===== src/rtl/lfo_tremolo.sv =====
// lfo_tremolo: scales a signed audio sample by an unsigned LFO gain (512 = unity)
// using a bit-serial shift-add multiplier. The result is floored by >>> 9.
// Build option: define TREMOLO_SATURATE_EN to clamp the result to DATA_W bits;
// without it the low DATA_W bits are kept and the result wraps on overflow.
module lfo_tremolo #(
   parameter int DATA_W = 24,
   parameter int LFO_W  = 10
) (
   input  logic              CLK,
   input  logic              RST_N,
   input  logic [LFO_W-1:0]  lfo_value,
   input  logic              lfo_strobe,
   input  logic [DATA_W-1:0] in_sample,
   input  logic              in_valid,
   output logic              in_ready,
   output logic [DATA_W-1:0] out_sample,
   output logic              out_valid,
   input  logic              out_ready
);

   localparam int unsigned PROD_W = DATA_W + LFO_W;
   localparam int unsigned CNT_W  = $clog2(LFO_W + 1);
   localparam int unsigned SHIFT  = 9;
   localparam logic [LFO_W-1:0] UNITY    = LFO_W'(512);
   localparam logic [CNT_W-1:0] LAST_CNT = CNT_W'(LFO_W);

   typedef enum logic [1:0] {IDLE, MUL, OUT} state_t;

   state_t                    state_q, state_n;
   logic                      accept_c;
   logic                      mul_done_c;
   logic [LFO_W-1:0]          gain_q;
   logic [PROD_W-1:0]         mcand_q;
   logic [LFO_W-1:0]          mplier_q;
   logic signed [PROD_W-1:0]  acc_q;
   logic [CNT_W-1:0]          cnt_q;
   logic [DATA_W-1:0]         reduced_c;

   // Next-state decode; MUL holds LFO_W add cycles plus one result cycle
   always_comb begin
      state_n    = state_q;
      accept_c   = 1'b0;
      mul_done_c = 1'b0;
      case (state_q)
         IDLE: begin
            if (in_valid) begin
               accept_c = 1'b1;
               state_n  = MUL;
            end
         end
         MUL: begin
            if (cnt_q == LAST_CNT) begin
               mul_done_c = 1'b1;
               state_n    = OUT;
            end
         end
         OUT: begin
            if (out_ready) state_n = IDLE;
         end
         default: state_n = IDLE;
      endcase
   end

   // State register; in_ready is registered from the next state
   always_ff @(posedge CLK or negedge RST_N) begin
      if (!RST_N) begin
         state_q  <= IDLE;
         in_ready <= 1'b1;
      end else begin
         state_q  <= state_n;
         in_ready <= (state_n == IDLE);
      end
   end

   // Gain register, serial multiplier and output register
   always_ff @(posedge CLK or negedge RST_N) begin
      if (!RST_N) begin
         gain_q     <= UNITY;
         mcand_q    <= '0;
         mplier_q   <= '0;
         acc_q      <= '0;
         cnt_q      <= '0;
         out_sample <= '0;
         out_valid  <= 1'b0;
      end else begin
         if (lfo_strobe) gain_q <= lfo_value;
         if (accept_c) begin
            // gain_q still holds the pre-edge value here, so a coincident strobe
            // only affects later samples
            mcand_q  <= {{LFO_W{in_sample[DATA_W-1]}}, in_sample};
            mplier_q <= gain_q;
            acc_q    <= '0;
            cnt_q    <= '0;
         end else if (state_q == MUL && !mul_done_c) begin
            if (mplier_q[0]) acc_q <= acc_q + mcand_q;
            mcand_q  <= mcand_q << 1;
            mplier_q <= mplier_q >> 1;
            cnt_q    <= cnt_q + CNT_W'(1);
         end
         if (mul_done_c) begin
            out_sample <= reduced_c;
            out_valid  <= 1'b1;
         end else if (state_q == OUT && out_ready) begin
            out_valid  <= 1'b0;
         end
      end
   end

`ifdef TREMOLO_SATURATE_EN
   localparam logic signed [PROD_W-1:0] SAT_MAX = {{(LFO_W+1){1'b0}}, {(DATA_W-1){1'b1}}};
   localparam logic signed [PROD_W-1:0] SAT_MIN = {{(LFO_W+1){1'b1}}, {(DATA_W-1){1'b0}}};
   logic signed [PROD_W-1:0] shifted_c;

   // Floor-shift the product and clamp it into the signed DATA_W range
   always_comb begin
      shifted_c = acc_q >>> SHIFT;
      if (shifted_c > SAT_MAX)      reduced_c = SAT_MAX[DATA_W-1:0];
      else if (shifted_c < SAT_MIN) reduced_c = SAT_MIN[DATA_W-1:0];
      else                          reduced_c = shifted_c[DATA_W-1:0];
   end
`else
   // Floor-shift the product and keep the low DATA_W bits (wraps on overflow)
   always_comb begin
      reduced_c = acc_q[SHIFT +: DATA_W];
   end
`endif

endmodule


===== config.mk =====
export PLATFORM = sky130hd
export DESIGN_NAME = lfo_tremolo
export DESIGN_NICKNAME = d
export VERILOG_FILES = /design/src/rtl/lfo_tremolo.sv
export SDC_FILE = /design/constraint.sdc
export NUM_CORES = 1
export LEC_CHECK = 0
export BUFFER_PORTS_ARGS = -buffer_cell sky130_fd_sc_hd__buf_2
export CAP_MARGIN = 5
export CORE_MARGIN = 4
export CORE_UTILIZATION = 60
export CTS_CLUSTER_SIZE = 30
export DETAILED_ROUTE_END_ITERATION = 16
export HOLD_SLACK_MARGIN = 0.1
export PLACE_DENSITY_LB_ADDON = 0.3
export SYNTH_ARGS = -nofsm -noshare
export SYNTH_HDL_FRONTEND = slang
export SYNTH_SLANG_ARGS = --single-unit

===== constraint.sdc =====
create_clock -name CLK -period 2.7 [get_ports CLK]
set_input_delay 0.27 -clock CLK [delete_from_list [all_inputs] [get_ports CLK]]
set_output_delay 0.27 -clock CLK [all_outputs]
set_load 0.02 [all_outputs]

**Word-level counts from Yosys, hierarchy flattened**

Cells that the tools add are included.
Widths: inputs -> output; s select.

- Output and inout bits: 26
- Input port bits: 39
- Word-level logic and storage cells: 42
- Flip-flop bits (word level): 120

- Mux-type cells: 19
- Equal/unequal tests: 3
- Add/sub/neg operators: 2
- Reduce and logical (&&, ||, !) cells: 9

Operators with widths:

| cell | number |
|---|---|
| $mux 34 | 5 |
| $add 34x34->34 | 1 |
| $mux 10 | 2 |
| $mux 4 | 2 |
| $mux 1 | 6 |
| $mux 2 | 3 |
| $pmux 2 s3 | 1 |
| $reduce_bool 2->1 | 3 |
| $add 4x1->4 const B | 1 |
| $eq 4x4->1 const B | 1 |
| $logic_not 2->1 | 2 |
| $eq 2x1->1 const B | 1 |
| $eq 2x2->1 const B | 1 |
| $logic_and 1x1->1 | 2 |
| $reduce_and 2->1 | 1 |
| $logic_not 1->1 | 1 |

**Depth between registers and ports, before layout**

Gate-level depths: netlist of the first run.

- Word-level depth: 7
- Depth in mapped cells: 11
- Gate-level depth less buffers: 10

**Least setup slack after synthesis of the first run**

No wires, ideal clock.

- Path type: register to register
- Start: register mcand_q[0]
- End: register acc_q[26]
- Arrival: 2,371 ps
- Library setup time: 132 ps
- Path slack: 196 ps
- Stages on the path, launching flop included: 11
- Required time: 2,568 ps
- Path buffers: 0
- Period minus slack after synthesis: 2,504 ps
- Cells stage by stage: dfrtp_1 ha_1 fa_1 a211oi_1 o211ai_2 a221oi_2 o2111ai_2 o211ai_2 o21ai_1 xnor2_1 o21ai_1

- Word-level cells in the longest chain between the ends: 4

Ends and longest elaborated chain:

| element | RTL line | text |
|---|---|---|
| start: declaration | 33 | `logic [PROD_W-1:0] mcand_q;` |
| start signal: assignment | 90 | `mcand_q <= {{LFO_W{in_sample[DATA_W-1]}}, in_sample};` |
| start signal: assignment | 96 | `mcand_q <= mcand_q << 1;` |
| $add 34x34->34 | 95 | `if (mplier_q[0]) acc_q <= acc_q + mcand_q;` |
| $mux 34 | 95 |  |
| $mux 34 | 94 | `end else if (state_q == MUL && !mul_done_c) begin` |
| $mux 34 | 87 | `if (accept_c) begin` |
| end signal: assignment | 95 |  |
| end: declaration | 35 | `logic signed [PROD_W-1:0] acc_q;` |

No other way between the ends. The select of a mux whose other input is x is not followed.
A chain may end at the register's enable or synchronous reset.

**Worst setup path in the final report of the first run**

- Start: register acc_q[0]
- End: register acc_q[30]

- Word-level cells in the longest chain between the ends: 4

Ends and longest elaborated chain:

| element | RTL line |
|---|---|
| $add 34x34->34 | 95 |
| $mux 34 | 95 |
| $mux 34 | 94 |
| $mux 34 | 87 |

No other way between the ends. The select of a mux whose other input is x is not followed.

==> reports/qor_table.md, run 1 <==
| Stage | Parameter | Value |
|:---|:---|:---|
| outcome | Outcome | finished, final reports clean |
| flow run | Max Cap Viol | 0 |
| clock network | # H-tree levels | 4 |
| yosys | Largest area contributor in the netlist | sky130_fd_sc_hd__dfrtp_1 |
| critical path | Required arrival time at the worst endpoint | 3100 ps |
| yosys | Area share of fa/ha/maj cells after synthesis | 6.88% |
| placement | Detailed placement HPWL | 10.9 mm |
| route | Final wirelength | 16.7 mm |
| pwr | Power Density | 1480 nW/um^2 |
| clock network | Number of sinks driven by the clock tree | 118 |
| timing | Total setup violations reported at the end of the flow | 0 |
| floorplanning | Horizontal die dimension | 112 microns |
| timing | Clock period minus final worst setup slack | 2590 ps |
| min path | Min-Delay Path Class | in2reg |
| yosys | Synth Register Bits | 118 |
| timing | Fmax | 0.386 GHz |
| floorplanning | Die ar. | 12500 sq um |
| yosys | Yosys Warn Count | 0 |
| yosys | Primary FF master, synth | sky130_fd_sc_hd__dfrtp_1 |
| critical path | Worst Path Arrival | 2990 ps |
| layout | Register area | 2960 sq um |
| yosys | Dominant combinational cell family by area after synthesis | simple AND/OR/NAND/NOR gates |
| route | Count of vias placed by the detailed router | 5630 |
| placement | Routability-driven placement congestion ratio | 0.867 |
| critical path | Kind of critical path | reg2reg |
| pwr | Peak ir drop on the vdd network | 0.907 mV |
| timing | Final count of pins violating max slew | 0 |
| yosys | Xor/xnor share of the synthesized area | 3.79% |
| clock network | Worst-Skew Late Latency | 530 ps |
| global route | Remaining global-route overflow | 0 |
| floorplanning | I/O Pins | 65 |
| clock network | Clock root buffer master | sky130_fd_sc_hd__clkbuf_8 |
| layout | Multi-input logic area | 3370 sq um |
| placement | Number of buffers added on ports | 64 |
| yosys | Number of cells produced by synthesis | 696 |
| route | Detailed router's first-iteration violation count | 354 |
| yosys | Sequential cell area fraction in the yosys report | 45.7% |
| critical path | CP Capture Type | flop |
| floorplanning | Die Span Y | 112 microns |
| layout | Number of inserted filler cells in the final layout | 727 |
| route | Count of TritonRoute iterations in the first routing pass | 5 |
| timing | Fin Clk Skew | 10.1 ps |
| floorplanning | Placeable core area | 10400 sq um |
| clock network | Clock slew at reported path FFs | 60 ps |
| timing | Final critical-path share of the clock period | 95.9% |
| pwr | Leakage power of the design | 3.84 nW |
| clock network | Number of buffers inserted during clock tree synthesis | 17 |
| route | Vias per std cell | 5.95 |
| yosys | Simple-gate area share of the yosys netlist | 17.3% |
| yosys | Number of synthesized flops with an enable pin | 0 |
| timing | Setup repair after global routing missed its margin | true |
| route | Antenna Violating Nets Remaining | 0 |
| layout | Antenna Diode Count | 0 |
| timing | Number of hold violations in the final report | 0 |
| global route | Wire length of the first global-routing pass | 28.3 mm |
| layout | Area growth syn-to-layout | 24.6% |
| timing | Tightest slew margin relative to the limit | 68.0% |
| timing | Setup TNS | 0 ps |
| critical path | Critical-path maximum fanout | 3 |
| yosys | Fraction of synthesis flops using an asynchronous set or reset pin | 100% |
| yosys | Top cell type's share of synthesized area | 44.9% |
| route | Routed len/inst | 17.6 microns |
| yosys | Dominant cells by area after synthesis | sky130_fd_sc_hd__dfrtp_1 45%, sky130_fd_sc_hd__nand2_1 7.4%, sky130_fd_sc_hd__ha_1 6.6% |
| global route | Global-route usage over all layers | 27.8% |
| yosys | Multiplexer share of the synthesized area | 6.23% |
| yosys | Cell Area, Synth | 6470 sq um |
| yosys | Yosys cell types | 60 |
| timing | Pin slew with the least headroom to its limit | 468 ps |
| layout | Fraction of final layout cells sized beyond drive strength 1 | 21.3% |
| layout | Number of nets in the finished design | 872 |
| floorplanning | Initial core utilization | 62.1% |
| route | Post-detailed-route DRC marker count | 0 |
| yosys | Syn nets | 770 |
| clock network | Clock tree from TritonCTS | built |
| yosys | Avg Inst Size Synth | 9.30 sq um |
| clock network | Maximum root-to-sink buffer count | 2 |
| floorplanning | Placement row count | 37 |
| yosys | Area fraction in compound gates after synthesis | 17.1% |
| global route | Initial antenna violation count | 0 |
| critical path | CP Launch Type | flop |
| global route | Maximum number of pins on one net before global-route repair | 77 |
| global route | Number of global-route vias before repair | 5869 |
| timing | Post-Route Hold Slack | 169 ps |
[sequential cells by signal, summed over array words and instances, names as in the netlist]
signal	cells
cnt_q	4
out_valid	1
acc_q	33
state_q	2
out_sample	24
mplier_q	10
in_ready	1
mcand_q	33
gain_q	10
[metal layers]
metal	GRT usage [%]	part of all wire (%)
met1	35.8	43
met2	47.5	50
met3	5.87	5.2
met4	8.35	1.8
met5	0	0
[layout by cell type (no fill, tap or decap), types with 4 or more instances in the layout]
cell type and count:
sky130_fd_sc_hd__xor2_1 14, sky130_fd_sc_hd__clkinv_4 4, sky130_fd_sc_hd__inv_1 8, sky130_fd_sc_hd__a31oi_1 48, sky130_fd_sc_hd__a21o_1 18, sky130_fd_sc_hd__nor2_1 58
sky130_fd_sc_hd__dfrtp_1 116, sky130_fd_sc_hd__mux2_2 34, sky130_fd_sc_hd__dlygate4sd3_1 35, sky130_fd_sc_hd__nand2_1 126, sky130_fd_sc_hd__buf_4 24, sky130_fd_sc_hd__xnor2_1 14
sky130_fd_sc_hd__ha_1 32, sky130_fd_sc_hd__o21ai_0 19, sky130_fd_sc_hd__nand4_1 10, sky130_fd_sc_hd__bufinv_16 5, sky130_fd_sc_hd__a21oi_1 27, sky130_fd_sc_hd__nand3_1 37
sky130_fd_sc_hd__clkbuf_16 16, sky130_fd_sc_hd__nor3_1 5, sky130_fd_sc_hd__o21ai_1 19, sky130_fd_sc_hd__buf_2 63
[worst max-delay path: stages, from the launching register on]
cell	delay, ps
sky130_fd_sc_hd__dfrtp_1	390
sky130_fd_sc_hd__ha_2	200
sky130_fd_sc_hd__fa_2	350
sky130_fd_sc_hd__a211oi_2	270
sky130_fd_sc_hd__o211ai_2	160
sky130_fd_sc_hd__a221oi_2	290
sky130_fd_sc_hd__buf_4	170
sky130_fd_sc_hd__o2111ai_4	120
sky130_fd_sc_hd__o211ai_4	130
sky130_fd_sc_hd__o41ai_2	90
sky130_fd_sc_hd__xnor2_1	200
sky130_fd_sc_hd__o21ai_1	80
[synth_stat cells, drive strengths merged, types with 8 or more instances]
cell    instances
clkbuf         31
a31oi          48
dfrtp         116
ha             34
nor2           59
o21ai          40
mux2           34
buf            11
nand3          37
nand2         127
a21o           18
xor2           14
inv             8
a21oi          28
xnor2          14
nand4          10
[timing repair]
action                     in CTS  in global routing
setup endpoints to repair       1                  9
buffers inserted                0                  5
hold buffers                   35                  0
gates resized for setup         1                  8
pin swaps                       0                  9
hold endpoints to repair      119                  0
[area by class of cell]
class,count,share of cell area [%]
multi-input combinational,528,41.8
sequential,118,36.6
timing repair buffer,125,11.2
clock buffer,20,5.28
clock inverter,12,2.51
tap,136,2.11
inverter,8,0.372
[power breakdown]
part	internal [mW]	total, mW	switching, mW
clock network	1.59	2.41	0.817
registers	2.56	3.14	0.579
logic	2.62	6.43	3.81
total	6.77	12.0	5.20
[through the flow]
step	cell area (sq um)	setup WS, ps	utilization [%]	total power [mW]	cells
2_1_floorplan	6470	196	-	7.58	696
3_3_place_gp	7010	89.8	67.3	9.01	875
3_5_place_dp	7010	32.1	67.3	9.24	875
4_1_cts	7990	54.6	76.7	11.8	942
5_1_grt	8060	-84.4	77.4	12.9	947
6_report	8060	110	77.4	12.0	947
[path summary, 6_finish.rpt]
path | from | to | slack, ps | cells after the start
max | acc_q[0]$_DFFE_PN0P_ | acc_q[30]$_DFFE_PN0P_ | 110 | 11
min | lfo_strobe | gain_q[0]$_DFFE_PN0P_ | 170 | 2
max reg2reg | acc_q[0]$_DFFE_PN0P_ | acc_q[30]$_DFFE_PN0P_ | 110 | 11
min reg2reg | out_valid$_DFFE_PN0P_ | out_valid$_DFFE_PN0P_ | 470 | 1
max in group asynchronous | RST_N | acc_q[10]$_DFFE_PN0P_ | 1730 | 3
min in group asynchronous | RST_N | out_sample[18]$_DFFE_PN0P_ | 190 | 2
[logic make-up after synthesis]
logic type,count (synthesis)
adder cells (fa/ha/maj),35
AO/OA/AOI/OAI,169
AND/OR/NAND/NOR,260
flip-flops,118
multiplexers,36
buffers and inverters,50
XOR/XNOR,28
(Power assumes the default switching activity.)
==> run 2: changes to the inputs <==
--- a/config.mk
+++ b/config.mk
@@ -8,7 +8,7 @@
 export BUFFER_PORTS_ARGS = -buffer_cell sky130_fd_sc_hd__buf_2
 export CAP_MARGIN = 5
 export CORE_MARGIN = 4
-export CORE_UTILIZATION = 60
+export CORE_UTILIZATION = 30
 export CTS_CLUSTER_SIZE = 30
 export DETAILED_ROUTE_END_ITERATION = 16
 export HOLD_SLACK_MARGIN = 0.1
==> run 2 against run 1 <==
  * Global-route usage shrank 14 points
  * Flip-flop and latch count did not move
  * Critical path type unchanged
  * Fmax fell by 0.31%
  * Largest power group unchanged
  * First-iteration DRC count fell by 1.7%
==> reports/qor_table.md, run 2 (synthesis gave the netlist of run 1 again) <==
| Stage | Parameter | Value | Change |
|:---|:---|:---|:---|
| outcome | Outcome | finished, final reports clean | unchanged |
| floorplanning | Die ar. | 24000 sq um | was 12500 sq um |
| clock network | Clock root buffer master | sky130_fd_sc_hd__clkbuf_16 | was sky130_fd_sc_hd__clkbuf_8 |
| layout | Area growth syn-to-layout | 24.1% | was 24.6% |
| route | Detailed router's first-iteration violation count | 348 | was 354 |
| pwr | Clk pwr share | 20.2% | was 20.1% |
| pwr | Leakage power of the design | 3.76 nW | was 3.84 nW |
| timing | Final count of pins violating max slew | 0 | unchanged |
| route | Vias per std cell | 4.99 | was 5.95 |
| floorplanning | Horizontal die dimension | 155 microns | was 112 microns |
| min path | Min-Delay Path Class | in2reg | unchanged |
| pwr | Part of the total power dissipated in combinational logic | 53.1% | was 53.7% |
| route | Final wirelength | 16.1 mm | was 16.7 mm |
| global route | Number of global-route vias before repair | 5382 | was 5869 |
| clock network | Clock tree from TritonCTS | built | unchanged |
| clock network | # H-tree levels | 4 | unchanged |
| pwr | Peak ir drop on the vdd network | 0.608 mV | was 0.907 mV |
| critical path | Worst Path Arrival | 2870 ps | was 2990 ps |
| timing | Number of hold violations in the final report | 0 | unchanged |
| layout | Number of nets in the finished design | 852 | was 872 |
| floorplanning | Placeable core area | 21100 sq um | was 10400 sq um |
| layout | Top Registers | acc_q x33, mcand_q x33, out_sample x24 | unchanged |
| global route | Remaining global-route overflow | 0 | unchanged |
| floorplanning | Initial core utilization | 30.7% | was 62.1% |
| layout | Fraction of final layout cells sized beyond drive strength 1 | 22.5% | was 21.3% |
| timing | Clock period minus final worst setup slack | 2600 ps | was 2590 ps |
| placement | Number of buffers added on ports | 64 | unchanged |
| critical path | Critical path, cell by cell | ha_1, a21o_1, a21o_1, a221o_1, o211ai_1, a21oi_2, a311oi_2, xor2_1, o21ai_1 | was ha_2, fa_2, a211oi_2, o211ai_2, a221oi_2, buf_4, o2111ai_4, o211ai_4, o41ai_2, xnor2_1, o21ai_1 |
| route | Routed len/inst | 15.1 microns | was 17.6 microns |
| route | Post-detailed-route DRC marker count | 0 | unchanged |
| floorplanning | I/O Pins | 65 | unchanged |
| layout | Antenna Diode Count | 0 | unchanged |
| placement | Routability-driven placement congestion ratio | 0.834 | was 0.867 |
| timing | Post-Route Hold Slack | 123 ps | was 169 ps |
| pwr | Net switching power | 5.11 mW | was 5.20 mW |
| global route | Initial antenna violation count | 0 | unchanged |
| flow run | Max Cap Viol | 0 | unchanged |
| clock network | Maximum root-to-sink buffer count | 2 | unchanged |
| route | Count of vias placed by the detailed router | 5318 | was 5630 |
| critical path | Critical register-to-register path startpoint | mcand_q[8]$_DFFE_PN0P_ | was acc_q[0]$_DFFE_PN0P_ |
| min path | Worst Hold End | mcand_q[22]$_DFFE_PN0P_ | was gain_q[0]$_DFFE_PN0P_ |
| pwr | Sequential share of power | 26.7% | was 26.2% |
| placement | Placed cell area | 7190 sq um | was 7010 sq um |
| timing | Fin Clk Skew | 11.3 ps | was 10.1 ps |
| global route | Maximum number of pins on one net before global-route repair | 109 | was 77 |
| min path | Worst hold path cell count | 3 | was 2 |
| timing | Pin slew with the least headroom to its limit | 795 ps | was 468 ps |
| timing | Fmax | 0.385 GHz | was 0.386 GHz |
| pwr | Internal power | 6.61 mW | was 6.77 mW |
| critical path | CP Launch Type | flop | unchanged |
| pwr | Switching share of power | 43.6% | was 43.5% |
| timing | Tightest slew margin relative to the limit | 46.8% | was 68.0% |
| global route | Wire length of the first global-routing pass | 27.3 mm | was 28.3 mm |
| placement | Detailed placement HPWL | 11.0 mm | was 10.9 mm |
| critical path | CP Capture Type | flop | unchanged |
| critical path | Standard cell with the maximum stage delay on the critical path | sky130_fd_sc_hd__dfrtp_1 | unchanged |
| timing | Total setup violations reported at the end of the flow | 0 | unchanged |
| layout | Most common cell after layout, fill and taps aside | sky130_fd_sc_hd__nand2_1 | unchanged |
| route | Antenna Violating Nets Remaining | 0 | unchanged |
| clock network | Number of sinks driven by the clock tree | 118 | unchanged |
| critical path | Most used cell, CP | sky130_fd_sc_hd__a21o_1 |  |
| pwr | Power Density | 1460 nW/um^2 | was 1480 nW/um^2 |
| clock network | Number of buffers inserted during clock tree synthesis | 17 | unchanged |
| layout | Final Core Density | 38.1% | was 77.4% |
| timing | Final critical-path share of the clock period | 96.2% | was 95.9% |
| layout | Most frequent cells in the layout | 125 x sky130_fd_sc_hd__nand2_1, 116 x sky130_fd_sc_hd__dfrtp_1, 63 x sky130_fd_sc_hd__buf_2 | was 126 x sky130_fd_sc_hd__nand2_1, 116 x sky130_fd_sc_hd__dfrtp_1, 63 x sky130_fd_sc_hd__buf_2 |
| critical path | Required arrival time at the worst endpoint | 2970 ps | was 3100 ps |
| critical path | Worst R2R Setup Slack | 100 ps | was 110 ps |
| critical path | Critical-path maximum fanout | 6 | was 3 |
| clock network | Clock slew at reported path FFs | 60 ps | about the same |
| floorplanning | Die Span Y | 155 microns | was 112 microns |
| critical path | Worst reg2reg path endpoint | acc_q[29]$_DFFE_PN0P_ | was acc_q[30]$_DFFE_PN0P_ |
| route | Count of TritonRoute iterations in the first routing pass | 5 | unchanged |
| min path | HP Start | in_sample[22] | was lfo_strobe |
| critical path | Largest stage delay on the critical path | 390 ps | about the same |
| critical path | Worst-case reg-to-reg path depth | 9 | was 11 |
| clock network | Worst-Skew Late Latency | 420 ps | was 530 ps |
| critical path | Kind of critical path | reg2reg | unchanged |
| layout | Design Area, Final | 8030 sq um | was 8060 sq um |
| global route | Global-route usage over all layers | 13.9% | was 27.8% |
| floorplanning | Placement row count | 53 | was 37 |
## run 2: changes by cell type in the layout (fill, tap and decap cells not counted), sizes merged
| cell | delta |
|---|---|
| dlygate4sd3 | -22 |
| inv | +7 |
| clkbuf | -3 |
| clkinv | -3 |
| buf | +2 |
| bufinv | -2 |
| clkinvlp | +1 |
## run 2: routing by layer
metal	vias up	global-route usage, %	part of all wire (%)
li1	2650	-	-
met1	2554	19.6	49
met2	97	21.5	46
met3	17	3.17	3.3
met4	0	3.95	1.3
met5	-	0	0
## run 2: area by class of cell
| class | count | area [sq um] |
|---|---|---|
| inverter | 8 | 30.0 |
| tap | 275 | 344 |
| multi-input combinational | 528 | 3390 |
| clock buffer | 17 | 425 |
| timing repair buffer | 105 | 688 |
| fill | 2179 | 13100 |
| clock inverter | 15 | 193 |
| sequential | 118 | 2960 |
## run 2: power by group through the flow
stage          clock, mW  combinational, mW  sequential (mW)
2_1_floorplan          0               4.43             3.15
3_3_place_gp           0               6.04             3.15
3_5_place_dp           0               6.05             3.16
4_1_cts             2.43               6.14             3.14
5_1_grt             2.52               7.01             3.24
6_report            2.37               6.22             3.13
## run 2: worst max path at each step
stage | start | endpoint | slack, ps
5_1_grt | acc_q[0]$_DFFE_PN0P_ | acc_q[30]$_DFFE_PN0P_ | -30
4_1_cts | mcand_q[0]$_DFFE_PN0P_ | acc_q[30]$_DFFE_PN0P_ | 1
6_report | mcand_q[8]$_DFFE_PN0P_ | acc_q[29]$_DFFE_PN0P_ | 100
3_3_place_gp | mcand_q[0]$_DFFE_PN0P_ | acc_q[30]$_DFFE_PN0P_ | 30
3_5_place_dp | mcand_q[0]$_DFFE_PN0P_ | acc_q[30]$_DFFE_PN0P_ | 9
2_1_floorplan | mcand_q[0]$_DFFE_PN0P_ | acc_q[26]$_DFFE_PN0P_ | 200
## run 2: stage by stage
| stage | total power [mW] | setup WS, ps | std cells | TNS (ps) |
|---|---|---|---|---|
| 4_1_cts | 11.7 | 1.04 | 1062 | 0 |
| 3_3_place_gp | 9.19 | 31.1 | 1016 | 0 |
| 3_5_place_dp | 9.21 | 9.04 | 1016 | 0 |
| 2_1_floorplan | 7.58 | 196 | 696 | 0 |
| 6_report | 11.7 | 102 | 1066 | 0 |
| 5_1_grt | 12.8 | -25.3 | 1066 | -35.4 |
## run 2: worst max-delay path: cells and delay by family, from the launching register on
kind	cells	cell delay (ps)
AO/OA/AOI/OAI	7	1500
XOR/XNOR	1	180
adder cells (fa/ha/maj)	1	380
flip-flops	1	390
## run 2: what timing repair did
item	CTS	global route
setup buffers	1	4
gates resized for setup	0	10
hold endpoints to repair	51	0
pin swaps	2	8
hold buffers	13	0
endpoints found under the setup margin	1	8
